===== src/rtl/costas_loop_filter.sv =====
// rtl/costas_loop_filter.sv - Costas loop PI filter producing the NCO frequency control word, with lock detector
// Optional gain gear-shifting when locked is enabled by defining COSTAS_GEARSHIFT_EN.
module costas_loop_filter #(
   parameter int                     ERR_WIDTH   = 16,
   parameter int                     PHASE_WIDTH = 32,
   parameter int                     KP_SHIFT    = 8,
   parameter int                     KI_SHIFT    = 2,
   parameter logic [PHASE_WIDTH-1:0] FREQ_CENTER = 32'h0400_0000,
   parameter logic [PHASE_WIDTH-1:0] INT_LIMIT   = 32'h0100_0000,
   parameter int                     LOCK_THRESH = 512,
   parameter int                     LOCK_COUNT  = 64
) (
   input  logic                   clk,
   input  logic                   reset,
   input  logic [ERR_WIDTH-1:0]   err_i,
   input  logic                   err_valid_i,
   input  logic                   freeze_i,
   output logic [PHASE_WIDTH-1:0] phi_inc_o,
   output logic                   phi_inc_valid_o,
   output logic                   locked_o,
   output logic                   int_sat_o
);

   localparam int AW = PHASE_WIDTH + 1;
   localparam int SW = PHASE_WIDTH + 2;
   localparam int CW = $clog2(LOCK_COUNT + 1);

   localparam logic signed [SW-1:0] LIM_POS  = SW'(INT_LIMIT);
   localparam logic signed [SW-1:0] LIM_NEG  = -LIM_POS;
   localparam logic [CW-1:0]        CNT_LAST = CW'(LOCK_COUNT - 1);
   localparam logic [ERR_WIDTH:0]   THRESH_W = (ERR_WIDTH + 1)'(LOCK_THRESH);

   typedef enum logic [1:0] {SEARCH, LOCKED, HOLD} lock_state_t;

   lock_state_t           state;
   logic [CW-1:0]         lock_cnt;

   logic signed [AW-1:0]  err_ext;
   logic signed [AW-1:0]  prop_next;
   logic signed [AW-1:0]  inc_next;
   logic signed [AW-1:0]  prop_s1;
   logic signed [AW-1:0]  inc_s1;
   logic                  s1_valid;

   logic signed [AW-1:0]  integ;
   logic signed [SW-1:0]  integ_sum;
   logic signed [AW-1:0]  integ_new;
   logic                  sat_next;
   logic [PHASE_WIDTH-1:0] phi_next;

   logic [ERR_WIDTH:0]    err_wide;
   logic [ERR_WIDTH:0]    err_abs;
   logic                  err_in;

   assign err_ext = {{(AW-ERR_WIDTH){err_i[ERR_WIDTH-1]}}, err_i};

`ifdef COSTAS_GEARSHIFT_EN
   // Narrow the loop bandwidth once locked; uses the registered lock flag so
   // the switch lands on the sample after locked_o changes.
   always_comb begin
      if (locked_o) begin
         prop_next = err_ext <<< (KP_SHIFT - 2);
         inc_next  = err_ext <<< (KI_SHIFT - 2);
      end else begin
         prop_next = err_ext <<< KP_SHIFT;
         inc_next  = err_ext <<< KI_SHIFT;
      end
   end
`else
   assign prop_next = err_ext <<< KP_SHIFT;
   assign inc_next  = err_ext <<< KI_SHIFT;
`endif

   // One extra bit so the most negative error maps to a large magnitude.
   assign err_wide = {err_i[ERR_WIDTH-1], err_i};
   assign err_abs  = err_wide[ERR_WIDTH] ? (~err_wide + 1'b1) : err_wide;
   assign err_in   = (err_abs < THRESH_W);

   assign integ_sum = {integ[AW-1], integ} + {inc_s1[AW-1], inc_s1};

   always_comb begin
      integ_new = integ;
      sat_next  = int_sat_o;
      if (!freeze_i) begin
         if (integ_sum > LIM_POS) begin
            integ_new = AW'(LIM_POS);
            sat_next  = 1'b1;
         end else if (integ_sum < LIM_NEG) begin
            integ_new = AW'(LIM_NEG);
            sat_next  = 1'b1;
         end else begin
            integ_new = AW'(integ_sum);
            sat_next  = 1'b0;
         end
      end
   end

   // Output word wraps modulo 2^PHASE_WIDTH by truncation.
   assign phi_next = PHASE_WIDTH'(AW'(FREQ_CENTER) + integ_new + prop_s1);

   always_ff @(posedge clk) begin
      if (reset) begin
         s1_valid        <= 1'b0;
         prop_s1         <= '0;
         inc_s1          <= '0;
         integ           <= '0;
         int_sat_o       <= 1'b0;
         phi_inc_o       <= FREQ_CENTER;
         phi_inc_valid_o <= 1'b0;
      end else begin
         s1_valid <= err_valid_i;
         if (err_valid_i) begin
            prop_s1 <= prop_next;
            inc_s1  <= inc_next;
         end
         phi_inc_valid_o <= s1_valid;
         if (s1_valid) begin
            integ     <= integ_new;
            int_sat_o <= sat_next;
            phi_inc_o <= phi_next;
         end
      end
   end

   always_ff @(posedge clk) begin
      if (reset) begin
         state    <= SEARCH;
         lock_cnt <= '0;
         locked_o <= 1'b0;
      end else if (err_valid_i) begin
         case (state)
            SEARCH: begin
               if (!err_in) begin
                  lock_cnt <= '0;
               end else if (lock_cnt == CNT_LAST) begin
                  state    <= LOCKED;
                  lock_cnt <= '0;
                  locked_o <= 1'b1;
               end else begin
                  lock_cnt <= lock_cnt + 1'b1;
               end
            end
            LOCKED: begin
               if (!err_in) begin
                  state    <= HOLD;
                  lock_cnt <= CW'(1);
               end
            end
            HOLD: begin
               if (err_in) begin
                  state    <= LOCKED;
                  lock_cnt <= '0;
               end else if (lock_cnt == CNT_LAST) begin
                  state    <= SEARCH;
                  lock_cnt <= '0;
                  locked_o <= 1'b0;
               end else begin
                  lock_cnt <= lock_cnt + 1'b1;
               end
            end
            default: begin
               state    <= SEARCH;
               lock_cnt <= '0;
               locked_o <= 1'b0;
            end
         endcase
      end
   end

endmodule


===== config.mk =====
export PLATFORM = sky130hd
export DESIGN_NAME = costas_loop_filter
export DESIGN_NICKNAME = d
export VERILOG_FILES = /design/src/rtl/costas_loop_filter.sv
export SDC_FILE = /design/constraint.sdc
export NUM_CORES = 1
export LEC_CHECK = 0
export BUFFER_PORTS_ARGS = -buffer_cell sky130_fd_sc_hd__buf_2
export CORE_ASPECT_RATIO = 1.5
export CORE_MARGIN = 5
export CORE_UTILIZATION = 43
export CTS_CLUSTER_SIZE = 30
export DETAILED_ROUTE_END_ITERATION = 7
export PLACE_DENSITY = 0.6
export SLEW_MARGIN = 20
export SYNTH_ARGS = -nofsm -noshare
export SYNTH_HDL_FRONTEND = slang
export SYNTH_SLANG_ARGS = --single-unit

===== constraint.sdc =====
create_clock -name clk -period 6.1 [get_ports clk]
set_clock_uncertainty 0.1 [all_clocks]
set_input_delay 1.22 -clock clk [delete_from_list [all_inputs] [get_ports clk]]
set_output_delay 1.22 -clock clk [all_outputs]
set_load 0.01 [all_outputs]

==> results of run 1 <==
==> per-layer routing <==
metal	routed length (µm)	vias to the layer above	track usage (%)
met5	0	-	0
met4	757	0	9.732
met3	410	41	2.446
met2	10140	121	38.01
met1	8661	3207	25.02
li1	-	3425	-
==> critical path: cells and delay by family (launching register included) <==
kind,cells,cell delay [ps]
AOI/OAI and AO/OA,10,1850
xor gates and xnor gates,2,260
adders and majority gates,3,800
buffers and inverters,6,770
DFF,1,350
muxes,1,140
and+or+nand+nor,7,1620
==> state kept, by name, summed over array words and instances, names as in the netlist, named ones only <==
name,flops
phi_inc_o,24
phi_inc_valid_o,1
state,2
locked_o,1
s1_valid,1
integ,25
lock_cnt,7
int_sat_o,1
inc_s1,16
==> worst paths after layout <==
| path | startpoint | end | cells past startpoint |
|---|---|---|---|
| hold reg to reg | phi_inc_o[26] | phi_inc_o[26] | 2 |
| setup / recovery | inc_s1[7] | phi_inc_o[29] | 29 |
| hold / removal | phi_inc_o[26] | phi_inc_o[26] | 2 |
| setup reg to reg | inc_s1[7] | phi_inc_o[29] | 29 |
==> cell type report <==
| cell class | instances | share of cell area (%) |
|---|---|---|
| multi-input cells | 654 | 54.71 |
| flip-flops and latches | 86 | 18.58 |
| well taps | 203 | 2.718 |
| clock buffers | 11 | 2.718 |
| clock inverters | 4 | 0.5890 |
| repair buffers | 258 | 19.48 |
| inverters | 30 | 1.205 |
==> stage by stage <==
step	hold WS [ps]	power [µW]	TNS, ps
after CTS	370.6	1495	0
final	371.2	1511	0
after global routing	385.8	1574	-942.8
after floorplan	339.2	788.9	0
after global placement	355.7	915.6	-2330
after detailed placement	362.0	917.7	-2692
==> kinds of logic after synthesis <==
group | synth area share, %
AO/OA/AOI/OAI | 24.51
adder cells (fa/ha/maj) | 14.93
AND/OR/NAND/NOR | 18.41
flip-flops | 25.61
multiplexers | 5.695
buffers and inverters | 4.857
XOR/XNOR | 5.993
==> report_power, final <==
part / total [µW] / switching (µW) / leakage (µW) / internal [µW]
logic: 348 / 184 / 0.00360 / 163
registers: 593 / 13.7 / 0.000703 / 579
clock network: 571 / 229 / 0.000147 / 342
total: 1510 / 427 / 0.00445 / 1080
==> repair_timing <==
action	4_1_cts	5_1_grt
resized for setup	25	66
hold endpoints to repair	0	0
setup buffers	4	11
hold buffers	0	0
endpoints found under the setup margin	11	12
pin swaps	15	30
==> cells in the mapped netlist (21+ instances only) <==
cell type  instances
ha_1              77
nor2_1            83
clkbuf_1          25
a21o_1            21
nand2_1           59
mux2i_1           36
inv_1             29
o21ai_0           37
a21oi_1           60
xnor2_1           32
dfxtp_1           86
and2_1            24
==> cells in the final DEF (no fill, tap or decap), types with 7 or more instances in the layout <==
master,Yosys,final
dfxtp_2,0,9
nand2_1,59,59
nor2b_1,12,10
nor2_1,83,78
xnor2_1,32,32
and2_1,24,24
xor2_1,14,14
nand3_1,15,14
nand4_1,7,7
buf_4,8,200
o21ai_0,37,32
o21a_1,8,8
a211oi_1,10,7
and3_1,7,7
a21o_1,21,20
ha_1,77,60
nor3_1,14,12
a21oi_1,60,49
o21bai_1,7,7
dfxtp_1,86,76
mux2i_1,36,36
buf_2,0,54
inv_1,29,29
a31o_1,14,14
a32o_1,19,19
clkbuf_16,0,10
ha_4,0,13
a21oi_2,0,11
==> reports/summary.txt, run 1 <==
RUN STATUS
----------------------------------------------------------------------------------
Result of the run                                                        completed

GLOBAL ROUTING
----------------------------------------------------------------------------------
Via count of the first global-routing pass                                    6763
Combined global-route utilization of all metal layers                       21.16%
Global-route wire length before repair                                    32.05 mm
Pin count of the biggest net entering global routing                            55
Antenna violations before repair                                                 0
Total grt overflow                                                               0

FLOORPLANNING
----------------------------------------------------------------------------------
Core area                                                              0.01548 mm²
Height of the die                                                         163.1 µm
Full die area                                                          0.01829 mm²
I/O pins                                                                        55
Effective utilization at floorplan                                          43.41%
Die W                                                                     112.1 µm
Core Rows                                                                       56

WORST SETUP PATH
----------------------------------------------------------------------------------
Arrival time at the worst endpoint                                         6150 ps
Critical setup path kind                                                   reg2reg
Setup slack of the most critical reg-to-reg path                             40 ps
Worst path required time                                                   6190 ps
Maximum cell stage delay along the critical path                            500 ps
Critical Path Slowest Stage Cell                                             or4_4
Kind of capture point of the worst setup path                             register
Most frequent cell on the critical path                                      buf_4
Kind of start point of the critical path                                  register
Critical-path maximum fanout                                                    13

STA
----------------------------------------------------------------------------------
Endpoints failing hold                                                           0
Final period util                                                           99.32%
# setup viols final                                                              0
Shortest period the worst path allows                                      6059 ps
Unrepaired setup endpoints after global routing                                yes
Upper clock frequency limit                                              165.1 MHz
Final number of max-transition violations                                        0
Worst-case headroom to the max-slew limit                                   31.66%
Setup slack of the critical path after layout                             41.39 ps
Measured slew at the worst slew-check pin                                  1025 ps

CELLS AND AREA
----------------------------------------------------------------------------------
Share of final-layout standard cells stronger than drive strength 1         34.04%
Count of filler cells inserted in the layout                                  1394
Synth-to-Final Area Change                                                  39.03%
Area of combinational cells with multiple inputs                      0.005114 mm²
Number of nets in the finished design                                         1138
Seq. cell area                                                        0.001737 mm²
Final antenna diode count                                                        0
Post-route cell area                                                  0.009346 mm²
Final cell count without fillers                                              1246
Final core occ                                                              60.36%

DRT
----------------------------------------------------------------------------------
Via Count                                                                     6794
Remaining antenna violation count after routing                                  0
WL final                                                                  19.97 mm
Routed wire per std cell                                                  16.02 µm
Length of the first detailed-routing pass in iterations                          7
Count of unresolved DRC violations after routing                                 0
DRC violation total after the first TritonRoute iteration                      297
Vias per cell                                                                5.453

PWR
----------------------------------------------------------------------------------
Cell leakage power                                                     0.004449 µW
PwrDens                                                               161.7 mW/mm²
Peak VDD IR                                                            0.0002019 V

HOLD PATH
----------------------------------------------------------------------------------
Min-delay worst type                                                       reg2reg

YOSYS
----------------------------------------------------------------------------------
Count of state elements after synthesis                                         86
Largest cells by area after synthesis                                 dfxtp_1 26%, ha_1 14%, mux2i_1 5.4%, nor2_1 4.6%, a21oi_1 4.5%
Cell area after technology mapping                                    0.006723 mm²
Count of flip-flops with a built-in enable after synthesis                       0
Warnings from Yosys                                                              0
Share of synthesized flip-flops with an asynchronous set or reset               0%
Average instance area after synthesis                                    8.289 µm²
Post-Synthesis Net Count                                                       910
Library cells used by synthesis                                                 67
Fraction of the yosys area taken by sequential cells                        25.61%
Post-synthesis cell count                                                      811
Cell accounting for the most synthesized area                              dfxtp_1
Predominant post-synthesis flop cell                                       dfxtp_1
Fraction of post-synthesis cell area in the top cell type by area           25.61%

PLACE
----------------------------------------------------------------------------------
Setup slack after placement                                              -436.7 ps
# placed instances                                                            1216
Port bufs                                                                       54
Final weighted congestion in routability-driven placement                   0.8764
Post-DP HPWL                                                              15.51 mm
Placed inst area                                                      0.008473 mm²

CLOCK NETWORK
----------------------------------------------------------------------------------
Sinks on Clock Net                                                              86
Number of buffers added by the clock tree synthesis step                         9
CTS clock-pin slew for the worst setup and hold paths                        70 ps
Clock network latency to the later pin of the worst-skew pair               340 ps
Level count of the clock H-tree                                                  3
Clock Path Buffers                                                               2
Buffer type at the clock tree root                                       clkbuf_16
TritonCTS clock tree                                                          done

FLOW RUN
----------------------------------------------------------------------------------
Number of violations of the max-capacitance limit                                0

Power figures use the tool's default switching activity.
==> inputs of run 2 (changes only) <==
--- a/config.mk
+++ b/config.mk
@@ -5,13 +5,14 @@
 export SDC_FILE = /design/constraint.sdc
 export NUM_CORES = 1
 export LEC_CHECK = 0
+export ABC_AREA = 1
 export BUFFER_PORTS_ARGS = -buffer_cell sky130_fd_sc_hd__buf_2
 export CORE_ASPECT_RATIO = 1.5
 export CORE_MARGIN = 5
 export CORE_UTILIZATION = 43
 export CTS_CLUSTER_SIZE = 30
 export DETAILED_ROUTE_END_ITERATION = 7
-export PLACE_DENSITY = 0.6
+export PLACE_DENSITY = 0.59
 export SLEW_MARGIN = 20
 export SYNTH_ARGS = -nofsm -noshare
 export SYNTH_HDL_FRONTEND = slang
==> run 2 against run 1 <==
  * Register-to-register slack improved by 600 ps
  * Non-clock buffer count shrank 196
  * Combinational power is 8.9% lower
  * Critical path depth grew 2
  * Synthesized cell count increased by 51%
  * Clock power shrank 3.5%
  * Die area up 14%
  * Sequential power grew 2%
  * Sequential cell count stayed put
  * Maximum frequency up 11%
  * Clock-buffer cell count decreased by 2
  * Via count up 14%
  * Largest power group unchanged
  * Highest routed layer unchanged
==> reports/summary.txt, run 2 <==
RUN STATUS
----------------------------------------------------------------------------------
Result of the run                                                        completed

CELLS AND AREA
----------------------------------------------------------------------------------
Max FFs per register                                                            25
Final antenna diode count                                                        0
Most common library cell in the layout ignoring fill and taps              nand2_1
Share of final-layout standard cells stronger than drive strength 1         11.16%
Synth-to-Final Area Change                                                  8.780%
Top register by number of flip-flops                                         integ
Largest registers ranked by flip-flop count                           integ: 25 flops, phi_inc_o: 24 flops, inc_s1: 16 flops
Most frequent cells in the layout                                     302 x nand2_1, 165 x inv_1, 149 x nor2_1
Number of nets in the finished design                                         1357
Post-route cell area                                                  0.008387 mm²

STA
----------------------------------------------------------------------------------
Final period util                                                           89.53%
Unrepaired setup endpoints after global routing                                 no
Upper clock frequency limit                                              183.1 MHz
Final number of max-transition violations                                        0
Measured slew at the worst slew-check pin                                 892.1 ps
WHS                                                                       345.0 ps
Setup TNS                                                                     0 ps
Shortest period the worst path allows                                      5462 ps
Endpoints failing hold                                                           0
Worst-case headroom to the max-slew limit                                   40.31%
# setup viols final                                                              0
Setup slack of the critical path after layout                             638.4 ps

CLOCK NETWORK
----------------------------------------------------------------------------------
Number of buffers added by the clock tree synthesis step                         9
Post-CTS setup repair buffer count                                               0
Buffer type at the clock tree root                                       clkbuf_16
Clock Path Buffers                                                               2
Sinks on Clock Net                                                              86
Level count of the clock H-tree                                                  3
CTS clock-pin slew for the worst setup and hold paths                        70 ps
Clock network latency to the later pin of the worst-skew pair               350 ps
TritonCTS clock tree                                                          done

DRT
----------------------------------------------------------------------------------
Via Count                                                                     7717
WL final                                                                  22.29 mm
Vias per cell                                                                5.214
DRC violation total after the first TritonRoute iteration                      394
Count of unresolved DRC violations after routing                                 0
Routed wire per std cell                                                  15.06 µm
Length of the first detailed-routing pass in iterations                          5
Remaining antenna violation count after routing                                  0

YOSYS
----------------------------------------------------------------------------------
Post-synthesis cell count                                                     1224
Dominant combinational cell family by area after synthesis            simple AND/OR/NAND/NOR gates
Area share of and/or/nand/nor cells after synthesis                         35.99%
Library cells used by synthesis                                                 43
Average instance area after synthesis                                    6.299 µm²
Largest cells by area after synthesis                                 dfxtp_1 22%, nand2_1 15%, ha_1 12%, inv_1 8.0%, nor2_1 7.3%
Multiplexer fraction of the synthesized cell area                               0%
Fraction of post-synthesis cell area in the top cell type by area           22.33%
Compound-gate portion of the synthesized area                               14.83%
Cell with the most instances after synthesis                               nand2_1
Post-Synthesis Net Count                                                      1323
Fraction of the yosys area taken by sequential cells                        22.33%
Top post-synthesis cells by count                                     302 x nand2_1, 165 x inv_1, 149 x nor2_1
Count of flip-flops with a built-in enable after synthesis                       0
Post-Synth Adder-Cell Area                                                  13.02%
Share of synthesized flip-flops with an asynchronous set or reset               0%
Predominant post-synthesis flop cell                                       dfxtp_1
Count of state elements after synthesis                                         86
Cell area after technology mapping                                    0.007710 mm²
Xor/xnor share of the synthesized area                                      2.499%
Warnings from Yosys                                                              0
Cell accounting for the most synthesized area                              dfxtp_1

WORST SETUP PATH
----------------------------------------------------------------------------------
Kind of capture point of the worst setup path                             register
Most frequent cell on the critical path                                    nand3_1
Maximum cell stage delay along the critical path                            400 ps
Depth of the worst register-to-register path                                    31
Setup slack of the most critical reg-to-reg path                            640 ps
End point of the critical path                                        phi_inc_o[27]
Arrival time at the worst endpoint                                         5650 ps
Kind of start point of the critical path                                  register
Worst reg2reg endpoint                                                phi_inc_o[27]
Critical setup path kind                                                   reg2reg
Critical Path Slowest Stage Cell                                              fa_1
Worst path required time                                                   6290 ps
Critical-path maximum fanout                                                    23

FLOW RUN
----------------------------------------------------------------------------------
Number of violations of the max-capacitance limit                                0

PLACE
----------------------------------------------------------------------------------
Post-DP HPWL                                                              18.20 mm
Setup slack after placement                                               429.2 ps
Placed inst area                                                      0.008084 mm²
Final weighted congestion in routability-driven placement                   0.9909
Port bufs                                                                       54

PWR
----------------------------------------------------------------------------------
PwrDens                                                               175.9 mW/mm²
Peak VDD IR                                                            0.0001908 V
Cell leakage power                                                     0.004336 µW

FLOORPLANNING
----------------------------------------------------------------------------------
Core Rows                                                                       60
Effective utilization at floorplan                                          43.33%
I/O pins                                                                        55
Core area                                                              0.01779 mm²
Height of the die                                                         174.0 µm
Die W                                                                     119.3 µm
Full die area                                                          0.02076 mm²

GLOBAL ROUTING
----------------------------------------------------------------------------------
Combined global-route utilization of all metal layers                       21.70%
Antenna violations before repair                                                 0
Total grt overflow                                                               0
Via count of the first global-routing pass                                    7531
Global-route wire length before repair                                    36.87 mm
Pin count of the biggest net entering global routing                            38

HOLD PATH
----------------------------------------------------------------------------------
Min-delay worst type                                                       reg2reg

-- run 2: logic make-up (layout without fill, tap and decap cells) --
family          Yosys count  in the layout
flops                    86             86
xor+xnor                 22             22
fa+ha+maj                79             79
buf+inv                 211            250
simple gates            621            621
compound gates          205            205
-- run 2: final cells by class --
class | instances | area [µm²]
clock buffers | 9 | 225.2
well taps | 217 | 271.5
repair buffers | 62 | 330.3
clock inverters | 7 | 76.32
multi-input cells | 927 | 5115
flip-flops and latches | 86 | 1723
fillers | 1930 | 9405
inverters | 172 | 645.6
-- run 2: critical path: cells and delay by family (launching register included) --
family,cells,cell delay [ps]
buf+inv,4,340
simple gates,16,1980
fa+ha+maj,5,1370
flops,1,370
compound gates,6,1200
-- run 2: metrics by stage --
step,std cells,power (µW),util [%]
2_1_floorplan,1224,854.6,-
4_1_cts,1480,1495,47.13
5_1_grt,1480,1560,47.14
3_5_place_dp,1464,935.5,45.44
3_3_place_gp,1464,934.9,45.44
6_report,1480,1476,47.14
-- run 2: per-layer routing --
metal | GRT usage, % | routed length (µm) | vias to the layer above
met5 | 0 | 0 | -
met4 | 7.167 | 589 | 0
met1 | 25.87 | 9897 | 3526
met2 | 39.99 | 11300 | 103
li1 | - | - | 4053
met3 | 2.539 | 499 | 35
-- run 2: worst min-delay path by stage --
stage	from	end	slack, ps	cells past startpoint
after floorplan	lock_cnt[6]	lock_cnt[6]	320	2
after detailed placement	lock_cnt[6]	lock_cnt[6]	340	2
after CTS	lock_cnt[6]	lock_cnt[6]	350	2
after global routing	lock_cnt[6]	lock_cnt[6]	370	2
final	lock_cnt[6]	lock_cnt[6]	340	2
after global placement	lock_cnt[6]	lock_cnt[6]	330	2
-- run 2: timing repair --
item                                    CTS  global route
resized for setup                         0             1
endpoints found under the setup margin    0             3
endpoints found under the hold margin     0             0
hold buffers                              0             0
-- run 2: power by group --
part / switching, µW / internal (µW) / total [µW] / leakage [µW]
sequential: 23.0 / 584 / 607 / 0.000703
combinational: 211 / 107 / 317 / 0.00348
clock: 260 / 291 / 551 / 0.000149
total: 494 / 982 / 1480 / 0.00434
